`config.mk`:
```
export PLATFORM = sky130hd
export DESIGN_NAME = pgm_ddram_arb_flat
export DESIGN_NICKNAME = d
export VERILOG_FILES = /design/src/rtl/pgm_ddram_arb_if.sv /design/src/rtl/pgm_ddram_arb.sv /design/src/flat_wrapper.sv
export SDC_FILE = /design/constraint.sdc
export NUM_CORES = 1
export LEC_CHECK = 0
export CAP_MARGIN = 20
export CORE_AREA = 2 2 219 221
export CTS_CLUSTER_SIZE = 16
export DETAILED_ROUTE_END_ITERATION = 10
export DIE_AREA = 0 0 221 223
export PLACE_DENSITY_LB_ADDON = 0.08
export REMOVE_ABC_BUFFERS = 1
export SKIP_CTS_REPAIR_TIMING = 1
export SLEW_MARGIN = 20
export SYNTH_ARGS = -nofsm -noshare
export SYNTH_HDL_FRONTEND = slang
export SYNTH_SLANG_ARGS = --single-unit
```
`constraint.sdc`:
```
create_clock -name clk -period 3.5 [get_ports clk]
set_input_delay 0.525 -clock clk [delete_from_list [all_inputs] [get_ports clk]]
set_output_delay 0.525 -clock clk [all_outputs]
set_load 0.01 [all_outputs]
```
`src/rtl/pgm_ddram_arb_if.sv`:
```
// Client and DDRAM-side bus for the PGM DDRAM read arbiter.
// slave: arbiter view. master: clients/memory view.
interface pgm_ddram_arb_if;
  logic        cpu_req;
  logic [28:0] cpu_addr;
  logic        cpu_ack;
  logic [63:0] cpu_data;
  logic        vid_req;
  logic [28:0] vid_addr;
  logic        vid_ack;
  logic [63:0] vid_data;
  logic        snd_req;
  logic [28:0] snd_addr;
  logic        snd_ack;
  logic [63:0] snd_data;
  logic        ldr_active;
  logic [28:0] ldr_addr;
  logic        ldr_we;
  logic [63:0] ldr_din;
  logic [7:0]  ldr_be;
  logic        ddram_busy;
  logic        ddram_dout_ready;
  logic [63:0] ddram_dout;
  logic        ddram_rd;
  logic        ddram_we;
  logic [28:0] ddram_addr;
  logic [63:0] ddram_din;
  logic [7:0]  ddram_be;
  logic        timeout_err;

  modport slave (
    input  cpu_req, cpu_addr, vid_req, vid_addr, snd_req, snd_addr,
           ldr_active, ldr_addr, ldr_we, ldr_din, ldr_be,
           ddram_busy, ddram_dout_ready, ddram_dout,
    output cpu_ack, cpu_data, vid_ack, vid_data, snd_ack, snd_data,
           ddram_rd, ddram_we, ddram_addr, ddram_din, ddram_be, timeout_err
  );

  modport master (
    output cpu_req, cpu_addr, vid_req, vid_addr, snd_req, snd_addr,
           ldr_active, ldr_addr, ldr_we, ldr_din, ldr_be,
           ddram_busy, ddram_dout_ready, ddram_dout,
    input  cpu_ack, cpu_data, vid_ack, vid_data, snd_ack, snd_data,
           ddram_rd, ddram_we, ddram_addr, ddram_din, ddram_be, timeout_err
  );
endinterface

```
`src/rtl/pgm_ddram_arb.sv`:
```
// PGM DDRAM read arbiter: syncs level requests from foreign domains, issues
// one read at a time, returns data with a 4-phase level ack per client.
// Client index: 0 = cpu, 1 = vid, 2 = snd.
module pgm_ddram_arb #(
  parameter int STARVE_LIM = 8,
  parameter int TIMEOUT    = 1023
) (
  input  logic            clk,
  input  logic            reset_n,
  pgm_ddram_arb_if.slave  bus
);
  localparam int CW = $clog2(STARVE_LIM + 1);
  localparam int TW = $clog2(TIMEOUT + 1);

  typedef enum logic [1:0] {IDLE, ISSUE, WAIT} state_t;

  state_t            r_state;
  logic [2:0]        r_req_m, r_req_s, r_ack, r_gnt;
  logic [28:0]       r_addr;
  logic              r_rd, r_tout;
  logic [2:0][63:0]  r_data;
  logic [CW-1:0]     r_starve;
  logic [TW-1:0]     r_wcnt;

  logic [2:0]        w_req, w_elig, w_pick;
  logic [28:0]       w_pick_addr;
  logic              w_done, w_tmo, w_fin, w_ldr;
  logic [63:0]       w_fin_data;

  assign w_req  = {bus.snd_req, bus.vid_req, bus.cpu_req};
  assign w_elig = r_req_s & ~r_ack;

  // A late ready still beats the timeout on the same cycle.
  assign w_done     = (r_state == WAIT) && bus.ddram_dout_ready;
  assign w_tmo      = (r_state != IDLE) && (r_wcnt == TW'(TIMEOUT)) && !w_done;
  assign w_fin      = w_done || w_tmo;
  assign w_fin_data = w_done ? bus.ddram_dout : '1;

  // Grant selection: starved audio jumps the queue, else cpu > vid > snd.
  always_comb begin
    w_pick = 3'b000;
    if (r_starve >= CW'(STARVE_LIM) && w_elig[2]) w_pick = 3'b100;
    else if (w_elig[0])                           w_pick = 3'b001;
    else if (w_elig[1])                           w_pick = 3'b010;
    else if (w_elig[2])                           w_pick = 3'b100;
  end

  // Address of the client about to be granted.
  always_comb begin
    w_pick_addr = bus.cpu_addr;
    if (w_pick[1])      w_pick_addr = bus.vid_addr;
    else if (w_pick[2]) w_pick_addr = bus.snd_addr;
  end

  // Two-flop synchronisers for the foreign-domain request levels.
  always_ff @(posedge clk or negedge reset_n) begin
    if (!reset_n) begin
      r_req_m <= '0;
      r_req_s <= '0;
    end else begin
      r_req_m <= w_req;
      r_req_s <= r_req_m;
    end
  end

  // Arbiter FSM with acks, data capture, wait counter and starvation count.
  always_ff @(posedge clk or negedge reset_n) begin
    if (!reset_n) begin
      r_state  <= IDLE;
      r_gnt    <= '0;
      r_addr   <= '0;
      r_rd     <= 1'b0;
      r_wcnt   <= '0;
      r_starve <= '0;
      r_ack    <= '0;
      r_data   <= '0;
      r_tout   <= 1'b0;
    end else begin
      r_rd <= 1'b0;
      for (int i = 0; i < 3; i++) if (!r_req_s[i]) r_ack[i] <= 1'b0;
      if (!w_elig[2]) r_starve <= '0;
      if (w_fin) begin
        // Completion sets the ack even if the client already dropped req.
        for (int i = 0; i < 3; i++) begin
          if (r_gnt[i]) begin
            r_data[i] <= w_fin_data;
            r_ack[i]  <= 1'b1;
          end
        end
        if (w_tmo) r_tout <= 1'b1;
        r_state <= IDLE;
      end else begin
        case (r_state)
          IDLE: begin
            if (!bus.ldr_active && |w_elig) begin
              r_gnt   <= w_pick;
              r_addr  <= w_pick_addr;
              r_wcnt  <= '0;
              r_state <= ISSUE;
              if (w_pick[2]) r_starve <= '0;
              else if (w_elig[2] && r_starve != CW'(STARVE_LIM))
                r_starve <= r_starve + CW'(1);
            end
          end
          ISSUE: begin
            r_wcnt <= r_wcnt + TW'(1);
            if (!bus.ddram_busy) begin
              r_rd    <= 1'b1;
              r_state <= WAIT;
            end
          end
          WAIT:    r_wcnt <= r_wcnt + TW'(1);
          default: r_state <= IDLE;
        endcase
      end
    end
  end

  // Loader owns the write side only while the FSM is idle; reset forces all to 0.
  assign w_ldr = reset_n && bus.ldr_active && (r_state == IDLE);

  assign bus.ddram_rd    = r_rd;
  assign bus.ddram_we    = w_ldr && bus.ldr_we;
  assign bus.ddram_addr  = w_ldr ? bus.ldr_addr : r_addr;
  assign bus.ddram_din   = w_ldr ? bus.ldr_din : '0;
  assign bus.ddram_be    = !reset_n ? 8'h00 : (w_ldr ? bus.ldr_be : 8'hFF);
  assign bus.timeout_err = r_tout;
  assign bus.cpu_ack     = r_ack[0];
  assign bus.vid_ack     = r_ack[1];
  assign bus.snd_ack     = r_ack[2];
  assign bus.cpu_data    = r_data[0];
  assign bus.vid_data    = r_data[1];
  assign bus.snd_data    = r_data[2];
endmodule

```
`src/flat_wrapper.sv`:
```
// flat-port wrapper written by rule: the top's interface ports become plain ports
module pgm_ddram_arb_flat 
#(
  parameter int STARVE_LIM = 8,
  parameter int TIMEOUT    = 1023
)
  (clk, reset_n, bus_cpu_req, bus_cpu_addr, bus_vid_req, bus_vid_addr, bus_snd_req, bus_snd_addr, bus_ldr_active, bus_ldr_addr, bus_ldr_we, bus_ldr_din, bus_ldr_be, bus_ddram_busy, bus_ddram_dout_ready, bus_ddram_dout, bus_cpu_ack, bus_cpu_data, bus_vid_ack, bus_vid_data, bus_snd_ack, bus_snd_data, bus_ddram_rd, bus_ddram_we, bus_ddram_addr, bus_ddram_din, bus_ddram_be, bus_timeout_err);
  pgm_ddram_arb_if bus_i ();
  input  logic clk;
  input  logic reset_n;
  input wire logic [$bits(bus_i.cpu_req)-1:0] bus_cpu_req;
  input wire logic [$bits(bus_i.cpu_addr)-1:0] bus_cpu_addr;
  input wire logic [$bits(bus_i.vid_req)-1:0] bus_vid_req;
  input wire logic [$bits(bus_i.vid_addr)-1:0] bus_vid_addr;
  input wire logic [$bits(bus_i.snd_req)-1:0] bus_snd_req;
  input wire logic [$bits(bus_i.snd_addr)-1:0] bus_snd_addr;
  input wire logic [$bits(bus_i.ldr_active)-1:0] bus_ldr_active;
  input wire logic [$bits(bus_i.ldr_addr)-1:0] bus_ldr_addr;
  input wire logic [$bits(bus_i.ldr_we)-1:0] bus_ldr_we;
  input wire logic [$bits(bus_i.ldr_din)-1:0] bus_ldr_din;
  input wire logic [$bits(bus_i.ldr_be)-1:0] bus_ldr_be;
  input wire logic [$bits(bus_i.ddram_busy)-1:0] bus_ddram_busy;
  input wire logic [$bits(bus_i.ddram_dout_ready)-1:0] bus_ddram_dout_ready;
  input wire logic [$bits(bus_i.ddram_dout)-1:0] bus_ddram_dout;
  output wire logic [$bits(bus_i.cpu_ack)-1:0] bus_cpu_ack;
  output wire logic [$bits(bus_i.cpu_data)-1:0] bus_cpu_data;
  output wire logic [$bits(bus_i.vid_ack)-1:0] bus_vid_ack;
  output wire logic [$bits(bus_i.vid_data)-1:0] bus_vid_data;
  output wire logic [$bits(bus_i.snd_ack)-1:0] bus_snd_ack;
  output wire logic [$bits(bus_i.snd_data)-1:0] bus_snd_data;
  output wire logic [$bits(bus_i.ddram_rd)-1:0] bus_ddram_rd;
  output wire logic [$bits(bus_i.ddram_we)-1:0] bus_ddram_we;
  output wire logic [$bits(bus_i.ddram_addr)-1:0] bus_ddram_addr;
  output wire logic [$bits(bus_i.ddram_din)-1:0] bus_ddram_din;
  output wire logic [$bits(bus_i.ddram_be)-1:0] bus_ddram_be;
  output wire logic [$bits(bus_i.timeout_err)-1:0] bus_timeout_err;
  assign bus_i.cpu_req = bus_cpu_req;
  assign bus_i.cpu_addr = bus_cpu_addr;
  assign bus_i.vid_req = bus_vid_req;
  assign bus_i.vid_addr = bus_vid_addr;
  assign bus_i.snd_req = bus_snd_req;
  assign bus_i.snd_addr = bus_snd_addr;
  assign bus_i.ldr_active = bus_ldr_active;
  assign bus_i.ldr_addr = bus_ldr_addr;
  assign bus_i.ldr_we = bus_ldr_we;
  assign bus_i.ldr_din = bus_ldr_din;
  assign bus_i.ldr_be = bus_ldr_be;
  assign bus_i.ddram_busy = bus_ddram_busy;
  assign bus_i.ddram_dout_ready = bus_ddram_dout_ready;
  assign bus_i.ddram_dout = bus_ddram_dout;
  assign bus_cpu_ack = bus_i.cpu_ack;
  assign bus_cpu_data = bus_i.cpu_data;
  assign bus_vid_ack = bus_i.vid_ack;
  assign bus_vid_data = bus_i.vid_data;
  assign bus_snd_ack = bus_i.snd_ack;
  assign bus_snd_data = bus_i.snd_data;
  assign bus_ddram_rd = bus_i.ddram_rd;
  assign bus_ddram_we = bus_i.ddram_we;
  assign bus_ddram_addr = bus_i.ddram_addr;
  assign bus_ddram_din = bus_i.ddram_din;
  assign bus_ddram_be = bus_i.ddram_be;
  assign bus_timeout_err = bus_i.timeout_err;
  pgm_ddram_arb #(.STARVE_LIM(STARVE_LIM), .TIMEOUT(TIMEOUT)) u_core (.clk(clk), .reset_n(reset_n), .bus(bus_i));
endmodule
```
==> impl_metrics.py <==
metrics = {
    "status": {
        "status": "completed",
    },
    "hold_path": {
        "hp-class": "input port to async pin",
    },
    "drt": {
        "drt_iter0_markers": 336,
        "routedWlPerCell_um": 23.1,
        "remaining_drc_errors": 0,
        "viasPerCell": 4.55,
        "routed_wl_mm": 47.2,
        "vias": 9309,
        "ant_nets": 0,
        "drtPass1Iterations": 4,
    },
    "yosys": {
        "yosysWarnings": 0,
        "ys_seq_elements": 251,
        "ys.flop_type": "dfrtp_1",
        "syn_area_mm2": 0.0109,
        "yosysSeqAreaShare": 0.576,
        "synthCells": 858,
        "avgSynthCellArea_um2": 12.7,
        "ys_async_sr_fraction": 1.00,
        "ys_types": 44,
        "synth-edff-count": 0,
    },
    "floorplan": {
        "die_area_mm2": 0.0493,
        "start_util": 0.231,
        "rows": 80,
        "ios": 560,
        "core_area_mm2": 0.0471,
        "die_width_um": 221,
        "die_h_um": 223,
    },
    "critical_path": {
        "timing.rr.start": "u_core.r_state[1]",
        "cp-start-kind": "flop",
        "r2r_cells": 8,
        "critPathArrivalTime_ps": 2860,
        "path_max_fanout": 94,
        "setup.worst_path.class": "flop to output pin",
        "rrSetupSlack_ps": 900,
        "startpoint": "u_core.r_state[1]",
        "critPathCaptureType": "output pin",
        "critPathRequiredTime_ps": 2970,
        "endpoint": "bus_ddram_addr[19]",
        "reg2reg_to": "u_core.bus.vid_data[40]",
    },
    "clock_tree": {
        "cts_tree": "yes",
        "clk_pin_slew_ps": 60,
        "clk_path_buf_depth": 3,
        "clkLatencyLatePin_ps": 560,
        "htreeDepth": 1,
        "numCtsBuffers": 30,
        "clock-sinks": 251,
        "root_buffer": "clkbuf_16",
    },
    "timing": {
        "slew_violations": 0,
        "finalCritPeriodShare": 0.967,
        "rsz0062_at_grt": "false",
        "fin_setup_tns_ps": 0,
        "fin_skew_ps": 9.44,
        "worst_slew_pin_slew_ps": 1020,
        "relSlewSlack": 0.319,
        "finalHoldViolCount": 0,
        "finalSetupViolations": 0,
        "fmax_ghz": 0.296,
        "fin_ws_ps": 116,
        "fin_crit_ps": 3380,
    },
    "global_routing": {
        "grt_pass1_wl_mm": 69.3,
        "grt_max_degree": 157,
        "grt_use_total": 0.186,
        "antenna_found_initial": 8,
        "overflow": 0,
        "grt_pass1_vias": 9948,
    },
    "placed_design": {
        "gp_congestion": 0.840,
        "portBuffers": 559,
        "place_area_mm2": 0.0170,
        "hpwlAfterDp_mm": 33.8,
        "post-place-ws_ps": 431,
    },
    "final_layout": {
        "seqCellArea_mm2": 0.00628,
        "multi_input_area_mm2": 0.00405,
        "n_fill_cell": 4606,
        "final_nets": 1668,
        "finalInstanceArea_mm2": 0.0181,
        "drive_gt1_frac": 0.0843,
        "area_delta_synth_final_pct": 66.2,
        "utilization": 0.384,
    },
    "power": {
        "power_per_cell_area_mw_per_mm2": 828,
        "leakagePower_uw": 0.00714,
        "total_power_uw": 15000,
        "peakVddDrop_uv": 438,
    },
    "job": {
        "cap_viol_max_count": 0,
    },
}
[synthesized netlist by cell type (3+ instances only)]
cell type  instances  area [um^2]
dfrtp_1          251         6280
o22a_1           192         1680
and2_1            67          419
clkbuf_1          42          158
a21oi_1           35          175
o21ai_0           35          175
mux2i_1           31          310
mux2_2            30          338
or3_1             30          188
nand2_1           25         93.8
buf_12            18          360
buf_2             10         50.1
nand3_1           10         50.1
ha_1               8          100
o21a_1             8         60.1
inv_1              6         22.5
nor2_1             6         22.5
a21o_1             5         37.5
and3_1             5         31.3
nand2b_1           5         31.3
nor2b_1            5         31.3
and2_4             3         26.3
nand3b_1           3         22.5
nor3_1             3         15.0
[logic make-up after synthesis]
logic type / after synthesis / synth area share
multiplexers: 61 / 0.0595
buffers and inverters: 76 / 0.0542
AO/OA/AOI/OAI: 288 / 0.206
adder cells (fa/ha/maj): 8 / 0.00919
AND/OR/NAND/NOR: 174 / 0.0948
flip-flops: 251 / 0.576
[metrics by stage]
stage	instances	hold slack, ps
floorplan	788	229
global placement	1982	333
detailed placement	1982	337
CTS	2038	89.2
global route	2045	128
finish	2045	93.9
[layer usage]
layer  up-vias  track usage  wire [um]  part of all wire
met2       331        0.331      24100              0.51
met1      4654        0.214      18600              0.39
li1       4278            -          -                 -
met4         2       0.0452        756             0.016
met5         -            0         10           0.00021
met3        44       0.0632       3730             0.079
[report_power, final]
part	switching [uW]	internal, uW	total (uW)
logic	2570	3870	6440
registers	839	4230	5070
clock network	1290	2200	3490
[state kept, by name, indices dropped and copies added (netlist names)]
signal                  flops
u_core.bus.snd_data        64
u_core.bus.ddram_rd         1
u_core.r_addr              29
u_core.r_ack                3
u_core.r_state              2
u_core.bus.cpu_data        64
u_core.r_req_s              3
u_core.r_req_m              3
u_core.bus.timeout_err      1
u_core.r_gnt                3
u_core.bus.vid_data        64
u_core.r_wcnt              10
u_core.r_starve             4
[how the worst min path moves through the flow]
stage	slack, ps	to	cells past startpoint	start
after global placement	330	u_core.r_req_s[1]	0	u_core.r_req_m[1]
after global routing	130	u_core.bus.vid_data[42]	2	reset_n
after CTS	90	u_core.bus.vid_data[42]	2	reset_n
after floorplan	230	u_core.bus.cpu_data[0]	0	reset_n
after detailed placement	340	u_core.r_req_s[1]	0	u_core.r_req_m[1]
final	90	u_core.bus.vid_data[42]	2	reset_n
[placed cells by master, fill, tap and decap left out, drive strengths merged, types with 10 or more instances in the layout]
cell and instances:
mux2 30, and2 70, o22a 192, o21ai 35, clkbuf 42, a21oi 35
clkdlybuf4s50 558, nand3 10, mux2i 31, or3 30, dfrtp 251, buf 21
nand2 26
[final cells by class]
| cell class | count | area share |
|---|---|---|
| Multi-Input combinational cell | 531 | 0.224 |
| Sequential cell | 251 | 0.347 |
| Tap cell | 615 | 0.0425 |
| Clock inverter | 14 | 0.0126 |
| Antenna cell | 7 | 0.000967 |
| Inverter | 6 | 0.00124 |
| Timing Repair Buffer | 579 | 0.323 |
| Clock buffer | 42 | 0.0490 |
[critical path, cell delays in order (launching register included)]
cell,delay (ps)
dfrtp_1,410
inv_1,140
ha_2,280
and3_2,240
buf_16,260
mux2_2,400
clkdlybuf4s50_1,480
(Power assumes the default switching activity.)
